### src/rtl/trap_if.sv
// Core <-> trap sequencer bundle: trap/mret/irq requests, the shared CSR port
// and the fetch redirect.
interface trap_if #(parameter int XLEN = 64);
  logic            trap_req;
  logic [XLEN-1:0] trap_cause;
  logic [XLEN-1:0] trap_pc;
  logic            mret_req;
  logic            irq_pending;
  logic            irq_en;
  logic            irq_window;
  logic [XLEN-1:0] irq_pc;
  logic            busy;
  logic [11:0]     csr_idx;
  logic            csr_ren;
  logic            csr_wen;
  logic [XLEN-1:0] csr_wdata;
  logic [XLEN-1:0] csr_rdata;
  logic            redirect_valid;
  logic [XLEN-1:0] redirect_pc;

  modport slave (
    input  trap_req, trap_cause, trap_pc, mret_req,
    input  irq_pending, irq_en, irq_window, irq_pc, csr_rdata,
    output busy, csr_idx, csr_ren, csr_wen, csr_wdata,
    output redirect_valid, redirect_pc
  );

  modport master (
    output trap_req, trap_cause, trap_pc, mret_req,
    output irq_pending, irq_en, irq_window, irq_pc, csr_rdata,
    input  busy, csr_idx, csr_ren, csr_wen, csr_wdata,
    input  redirect_valid, redirect_pc
  );
endinterface

### src/rtl/trap_ctrl.sv
// Machine-mode trap sequencer: drives trap entry / mret as a string of single
// CSR accesses on the shared port, then pulses a fetch redirect.
module trap_ctrl #(
  parameter int XLEN = 64
) (
  input logic   clk,
  input logic   rst,
  trap_if.slave bus
);
  localparam logic [3:0] IDLE     = 4'd0;
  localparam logic [3:0] T_WEPC   = 4'd1;
  localparam logic [3:0] T_WCAUSE = 4'd2;
  localparam logic [3:0] T_RSTAT  = 4'd3;
  localparam logic [3:0] T_WSTAT  = 4'd4;
  localparam logic [3:0] T_RVEC   = 4'd5;
  localparam logic [3:0] M_RSTAT  = 4'd6;
  localparam logic [3:0] M_WSTAT  = 4'd7;
  localparam logic [3:0] M_REPC   = 4'd8;
  localparam logic [3:0] REDIR    = 4'd9;

  localparam logic [11:0] MSTATUS = 12'h300;
  localparam logic [11:0] MTVEC   = 12'h305;
  localparam logic [11:0] MEPC    = 12'h341;
  localparam logic [11:0] MCAUSE  = 12'h342;

  localparam logic [XLEN-1:0] IRQ_CAUSE = {1'b1, {(XLEN-4){1'b0}}, 3'd7};

  logic [3:0]      state;
  logic [XLEN-1:0] pc, cause, shadow, target;
  logic            is_irq;

  logic            irq_take;
  logic [XLEN-1:0] base, vec_tgt, trap_stat, mret_stat;

  assign irq_take = bus.irq_pending & bus.irq_en & bus.irq_window;
  assign base     = {bus.csr_rdata[XLEN-1:2], 2'b00};
  // cause << 2 with the interrupt flag dropped; the add wraps at XLEN bits
  assign vec_tgt  = base + {cause[XLEN-3:0], 2'b00};

  always_comb begin
    trap_stat        = shadow;
    trap_stat[7]     = shadow[3];
    trap_stat[3]     = 1'b0;
    trap_stat[12:11] = 2'b11;
    mret_stat        = shadow;
    mret_stat[3]     = shadow[7];
    mret_stat[7]     = 1'b1;
    mret_stat[12:11] = 2'b11;
  end

  always_ff @(posedge clk or negedge rst) begin
    if (!rst) begin
      state  <= IDLE;
      pc     <= '0;
      cause  <= '0;
      shadow <= '0;
      target <= '0;
      is_irq <= 1'b0;
    end else begin
      case (state)
        IDLE: begin
          if (bus.trap_req) begin
            pc     <= bus.trap_pc;
            cause  <= bus.trap_cause;
            is_irq <= 1'b0;
            state  <= T_WEPC;
          end else if (bus.mret_req) begin
            state  <= M_RSTAT;
          end else if (irq_take) begin
            pc     <= bus.irq_pc;
            cause  <= IRQ_CAUSE;
            is_irq <= 1'b1;
            state  <= T_WEPC;
          end
        end
        T_WEPC:   state <= T_WCAUSE;
        T_WCAUSE: state <= T_RSTAT;
        T_RSTAT: begin
          shadow <= bus.csr_rdata;
          state  <= T_WSTAT;
        end
        T_WSTAT:  state <= T_RVEC;
        T_RVEC: begin
          // only vectored mode (1) on an interrupt offsets; modes 2/3 act direct
          target <= (bus.csr_rdata[1:0] == 2'b01 && is_irq) ? vec_tgt : base;
          state  <= REDIR;
        end
        M_RSTAT: begin
          shadow <= bus.csr_rdata;
          state  <= M_WSTAT;
        end
        M_WSTAT:  state <= M_REPC;
        M_REPC: begin
          target <= {bus.csr_rdata[XLEN-1:1], 1'b0};
          state  <= REDIR;
        end
        REDIR: begin
          is_irq <= 1'b0;
          state  <= IDLE;
        end
        default:  state <= IDLE;
      endcase
    end
  end

  always_comb begin
    bus.busy           = (state != IDLE);
    bus.csr_idx        = '0;
    bus.csr_ren        = 1'b0;
    bus.csr_wen        = 1'b0;
    bus.csr_wdata      = '0;
    bus.redirect_valid = (state == REDIR);
    bus.redirect_pc    = (state == REDIR) ? target : '0;
    case (state)
      T_WEPC:   begin bus.csr_wen = 1'b1; bus.csr_idx = MEPC;    bus.csr_wdata = pc;        end
      T_WCAUSE: begin bus.csr_wen = 1'b1; bus.csr_idx = MCAUSE;  bus.csr_wdata = cause;     end
      T_RSTAT:  begin bus.csr_ren = 1'b1; bus.csr_idx = MSTATUS;                            end
      T_WSTAT:  begin bus.csr_wen = 1'b1; bus.csr_idx = MSTATUS; bus.csr_wdata = trap_stat; end
      T_RVEC:   begin bus.csr_ren = 1'b1; bus.csr_idx = MTVEC;                              end
      M_RSTAT:  begin bus.csr_ren = 1'b1; bus.csr_idx = MSTATUS;                            end
      M_WSTAT:  begin bus.csr_wen = 1'b1; bus.csr_idx = MSTATUS; bus.csr_wdata = mret_stat; end
      M_REPC:   begin bus.csr_ren = 1'b1; bus.csr_idx = MEPC;                               end
      default:  ;
    endcase
  end
endmodule

### src/flat_wrapper.sv
// flat-port wrapper written by rule: the top's interface ports become plain ports
module trap_ctrl_flat 
#(
  parameter int XLEN = 64
)
  (clk, rst, bus_trap_req, bus_trap_cause, bus_trap_pc, bus_mret_req, bus_irq_pending, bus_irq_en, bus_irq_window, bus_irq_pc, bus_csr_rdata, bus_busy, bus_csr_idx, bus_csr_ren, bus_csr_wen, bus_csr_wdata, bus_redirect_valid, bus_redirect_pc);
  trap_if #(.XLEN(XLEN)) bus_i ();
  input logic clk;
  input logic rst;
  input wire logic [$bits(bus_i.trap_req)-1:0] bus_trap_req;
  input wire logic [$bits(bus_i.trap_cause)-1:0] bus_trap_cause;
  input wire logic [$bits(bus_i.trap_pc)-1:0] bus_trap_pc;
  input wire logic [$bits(bus_i.mret_req)-1:0] bus_mret_req;
  input wire logic [$bits(bus_i.irq_pending)-1:0] bus_irq_pending;
  input wire logic [$bits(bus_i.irq_en)-1:0] bus_irq_en;
  input wire logic [$bits(bus_i.irq_window)-1:0] bus_irq_window;
  input wire logic [$bits(bus_i.irq_pc)-1:0] bus_irq_pc;
  input wire logic [$bits(bus_i.csr_rdata)-1:0] bus_csr_rdata;
  output wire logic [$bits(bus_i.busy)-1:0] bus_busy;
  output wire logic [$bits(bus_i.csr_idx)-1:0] bus_csr_idx;
  output wire logic [$bits(bus_i.csr_ren)-1:0] bus_csr_ren;
  output wire logic [$bits(bus_i.csr_wen)-1:0] bus_csr_wen;
  output wire logic [$bits(bus_i.csr_wdata)-1:0] bus_csr_wdata;
  output wire logic [$bits(bus_i.redirect_valid)-1:0] bus_redirect_valid;
  output wire logic [$bits(bus_i.redirect_pc)-1:0] bus_redirect_pc;
  assign bus_i.trap_req = bus_trap_req;
  assign bus_i.trap_cause = bus_trap_cause;
  assign bus_i.trap_pc = bus_trap_pc;
  assign bus_i.mret_req = bus_mret_req;
  assign bus_i.irq_pending = bus_irq_pending;
  assign bus_i.irq_en = bus_irq_en;
  assign bus_i.irq_window = bus_irq_window;
  assign bus_i.irq_pc = bus_irq_pc;
  assign bus_i.csr_rdata = bus_csr_rdata;
  assign bus_busy = bus_i.busy;
  assign bus_csr_idx = bus_i.csr_idx;
  assign bus_csr_ren = bus_i.csr_ren;
  assign bus_csr_wen = bus_i.csr_wen;
  assign bus_csr_wdata = bus_i.csr_wdata;
  assign bus_redirect_valid = bus_i.redirect_valid;
  assign bus_redirect_pc = bus_i.redirect_pc;
  trap_ctrl #(.XLEN(XLEN)) u_core (.clk(clk), .rst(rst), .bus(bus_i));
endmodule
### config.mk
export PLATFORM = sky130hd
export DESIGN_NAME = trap_ctrl_flat
export DESIGN_NICKNAME = d
export VERILOG_FILES = /design/src/rtl/trap_if.sv /design/src/rtl/trap_ctrl.sv /design/src/flat_wrapper.sv
export SDC_FILE = /design/constraint.sdc
export NUM_CORES = 1
export LEC_CHECK = 0
export BUFFER_PORTS_ARGS = -buffer_cell sky130_fd_sc_hd__buf_4
export CAP_MARGIN = 20
export CORE_MARGIN = 5
export CORE_UTILIZATION = 25
export DETAILED_ROUTE_END_ITERATION = 6
export GPL_TIMING_DRIVEN = 0
export PLACE_DENSITY = 0.42
export SLEW_MARGIN = 20
export SYNTH_ARGS = -nofsm -noshare
export SYNTH_HDL_FRONTEND = slang
export SYNTH_SLANG_ARGS = --single-unit
### constraint.sdc
create_clock -name clk -period 5.65 [get_ports clk]
set_input_delay 1.13 -clock clk [delete_from_list [all_inputs] [get_ports clk]]
set_output_delay 1.13 -clock clk [all_outputs]
set_load 0.01 [all_outputs]
==> key figures <==
Clock network
  • Clock latency on the worst-skew pair: 0.55 ns
  • CTS H-Tree Depth: 2
  • Cts repair resizes: 0
  • CTS tree: yes
  • Root Buffer: clkbuf_16
  • CTS Buffer Depth: 3
  • Postcts setup bufs: 0
  • Clock-pin transition on the worst setup and hold timing paths: 0.06 ns
  • Num CTS Buffers: 35
  • # clock sinks: 258
  • Hold_buf cts: 0

Global route
  • Pin count of the biggest net entering global routing: 89
  • Total global routing overflow: 0
  • First-pass GRT wire length: 102 mm
  • Vias in the first global route: 15.7k
  • Initial antenna violation count: 4
  • Gr usage total: 20.0%

Worst setup path
  • Crit path buf inv count: 4
  • CP Capture Type: output pin
  • Crit path max-delay cell type: clkbuf_1
  • Crit path cell chain: clkbuf_1 > or3_1 > a21o_1 > clkbuf_1 > clkbuf_1 > o21ai_0 > buf_4
  • RR Startpoint: u_core.cause[0]$_DFFE_PN0P_
  • CP Launch Point: u_core.state[2]$_DFFE_PN0P_
  • Worst path arrival time: 3.77 ns
  • Delay-heaviest family, CP: buffers and inverters
  • FF-to-FF setup slack: 1.68 ns
  • Critical Path Fanout Max: 10
  • Worst path required time: 4.52 ns
  • Most used cell, CP: clkbuf_1
  • Startpoint Class: register
  • Kind of critical path: register to output pin
  • Worst path max stage delay: 0.68 ns

Synthesis
  • EDFF count, synth: 0
  • Synth area leader: dfrtp_1
  • Simple-Gate Fraction of Synth Area: 13.3%
  • Compound-Gate Fraction of Synth Area: 23.0%
  • Xor/xnor share of the synthesized area: 3.33%
  • Async S/R FF share, synth: 100%
  • Post-synth top flop: dfrtp_1
  • Largest family of logic cells by synthesized area: compound AO/OA/AOI/OAI gates
  • Syn_area_per_cell: 9.27 um2
  • Synthesized instance count: 1675
  • Ys Warns: 0
  • Share of the synthesized area in the top cell type: 41.6%
  • Mux contribution to synthesized area: 8.62%
  • Top cells by area, synth: dfrtp_1 42%, ha_1 4.9%, o21ai_0 4.6%, mux2_2 4.5%, nand2_1 4.2%
  • Flops & latches, synth: 258
  • Post-synth cell types: 68
  • Synth Area in Adders: 5.04%
  • Synth Cell Area: 0.0155 mm2
  • Sequential area share after synthesis: 41.6%

STA
  • Final Max Tran Viols: 0
  • Layout Skew: 0.0227 ns
  • Slew headroom: 24.1%
  • Final hold vios: 0
  • Worst setup margin: 0.750 ns
  • Endpoints failing setup: 0
  • Tightest Pin Transition: 1.14 ns
  • Fin Setup TNS: 0 ns
  • Fmax: 0.204 GHz
  • Final period util: 86.7%
  • RSZ-0062 raised after global routing: false
  • Crit path time final: 4.90 ns

Floorplan
  • Boundary pin count: 407
  • Initial Util: 25.2%
  • Die W: 259 um
  • Core box area: 0.0616 mm2
  • # rows: 91
  • Die area: 0.0672 mm2
  • Die Ht: 259 um

Power and ir drop
  • Switching Share: 43.0%
  • Clk pwr share: 19.2%
  • Total power: 12.0 mW
  • Seq pwr share: 28.5%
  • Pleak: 10.1 nW
  • Pwr dens: 576 mW/mm2
  • Combinational share of power: 52.4%
  • Switching Power: 5.17 mW
  • VDD IR max: 0.189 mV
  • P_int: 6.86 mW

Placement
  • Final RePlAce weighted congestion: 0.860
  • Worst slack at placement: 0.888 ns
  • Placed cell area: 0.0197 mm2
  • Port bufs: 398
  • Post-DP HPWL: 55.3 mm

Drt
  • Via count: 14.7k
  • Final Routed Wirelength: 69.5 mm
  • First-pass iteration count of the detailed router: 6
  • Mean routed wirelength per cell: 23.3 um
  • Post-route ant nets: 0
  • DRC viols: 0
  • DR iter-0 viols: 979
  • Via-to-Cell Ratio: 4.93

Cells and area
  • Share of cells above drive strength 1: 25.7%
  • Area grow syn2layout: 34.5%
  • Nets: 2446
  • Final Cell Area: 0.0209 mm2

Job
  • Max_cap viols: 0

Min path
  • Worst min-delay path class: input pin to async pin

Run status
  • Status: complete, no violations
-- cells in the mapped netlist (15+ instances only) --
| master | count |
|---|---|
| a21o_1 | 40 |
| nand2_1 | 175 |
| mux2i_1 | 64 |
| nand4_1 | 15 |
| dfrtp_1 | 258 |
| nor2_1 | 100 |
| and2_1 | 72 |
| clkbuf_1 | 107 |
| nor3_1 | 16 |
| a31oi_1 | 29 |
| and3_1 | 17 |
| a21oi_1 | 121 |
| inv_1 | 76 |
| xnor2_1 | 25 |
| mux2_2 | 62 |
| a22o_1 | 60 |
| o21ai_0 | 144 |
| xor2_1 | 34 |
| ha_1 | 61 |
| a222oi_1 | 60 |
-- kinds of logic after synthesis --
| group | count (synthesis) |
|---|---|
| AOI/OAI and AO/OA | 524 |
| xor gates and xnor gates | 59 |
| adders and majority gates | 62 |
| buffers and inverters | 203 |
| DFF | 258 |
| muxes | 126 |
| other | 1 |
| and+or+nand+nor | 442 |
-- per-layer routing --
metal  routed length (um)  vias to the layer above  global-route usage [%]
li1                     -                     6951                       -
met1                30900                     7242                    26.6
met2                33600                      420                    34.0
met3                 3580                       86                    3.25
met4                 1480                        2                    5.09
met5                   20                        -                       0
-- flip-flops by register name, summed over array words and instances (netlist names) --
register and flops:
u_core.is_irq 1, u_core.state 4, u_core.pc 64, u_core.target 63
u_core.cause 64, u_core.shadow 62
-- path summary, 6_finish.rpt --
path                                                      end  depth (start not counted)
worst max-delay path                              bus_csr_ren                          7
worst min-delay path                u_core.pc[46]$_DFFE_PN0P_                          1
worst max register to register  u_core.target[56]$_DFFE_PN0P_                         13
worst min register to register  u_core.target[43]$_DFFE_PN0P_                          2
max in group asynchronous           u_core.pc[17]$_DFFE_PN0P_                          3
min in group clk                u_core.target[43]$_DFFE_PN0P_                          2
-- per-stage QoR --
stage | hold slack, ns | util, % | instances
final | 0.457 | 33.9 | 2982
after global routing | 0.459 | 33.9 | 2980
after CTS | 0.441 | 33.9 | 2980
after detailed placement | 0.463 | 32.0 | 2921
after global placement | 0.455 | 31.8 | 2916
after floorplan | 0.442 | - | 1681
-- area by class of cell --
type	count	area, um2
Fill cell	6520	40700
Multi-Input combinational cell	1220	8310
Sequential cell	258	6460
Timing Repair Buffer	403	3100
Tap cell	837	1050
Clock buffer	50	1010
Buffer	127	515
Inverter	76	285
Clock inverter	9	148
Antenna cell	2	5.00
-- power groups by stage --
stage	logic (mW)	clock network, mW	registers, mW
floorplan	4.04	0	3.14
global placement	6.27	0	3.43
detailed placement	6.34	0	3.45
CTS	6.37	2.37	3.43
global route	6.96	2.43	3.52
finish	6.30	2.31	3.42
-- placed cells by master, fill, tap and decap left out, types with 5 or more instances in the layout --
cell type	synthesis	layout
or3_1	7	7
mux2i_1	64	64
o21a_1	5	5
nand4_1	15	15
nand2_1	175	175
a31oi_1	29	29
xor2_1	34	34
mux2_2	62	62
nor2b_1	8	8
a22o_1	60	60
nand2b_1	9	9
and2_1	72	72
buf_1	6	6
a21boi_0	5	5
and3_1	17	17
inv_1	76	76
buf_2	6	6
a21oi_1	121	121
clkbuf_16	0	37
nand3_1	11	11
dfrtp_1	258	258
o21bai_1	7	7
clkbuf_1	107	115
nor3_1	16	15
buf_4	8	405
ha_1	61	61
a21o_1	40	40
conb_1	1	7
nor2_1	100	98
xnor2_1	25	25
o21ai_0	144	144
a222oi_1	60	60
Power figures use the tool's default switching activity.
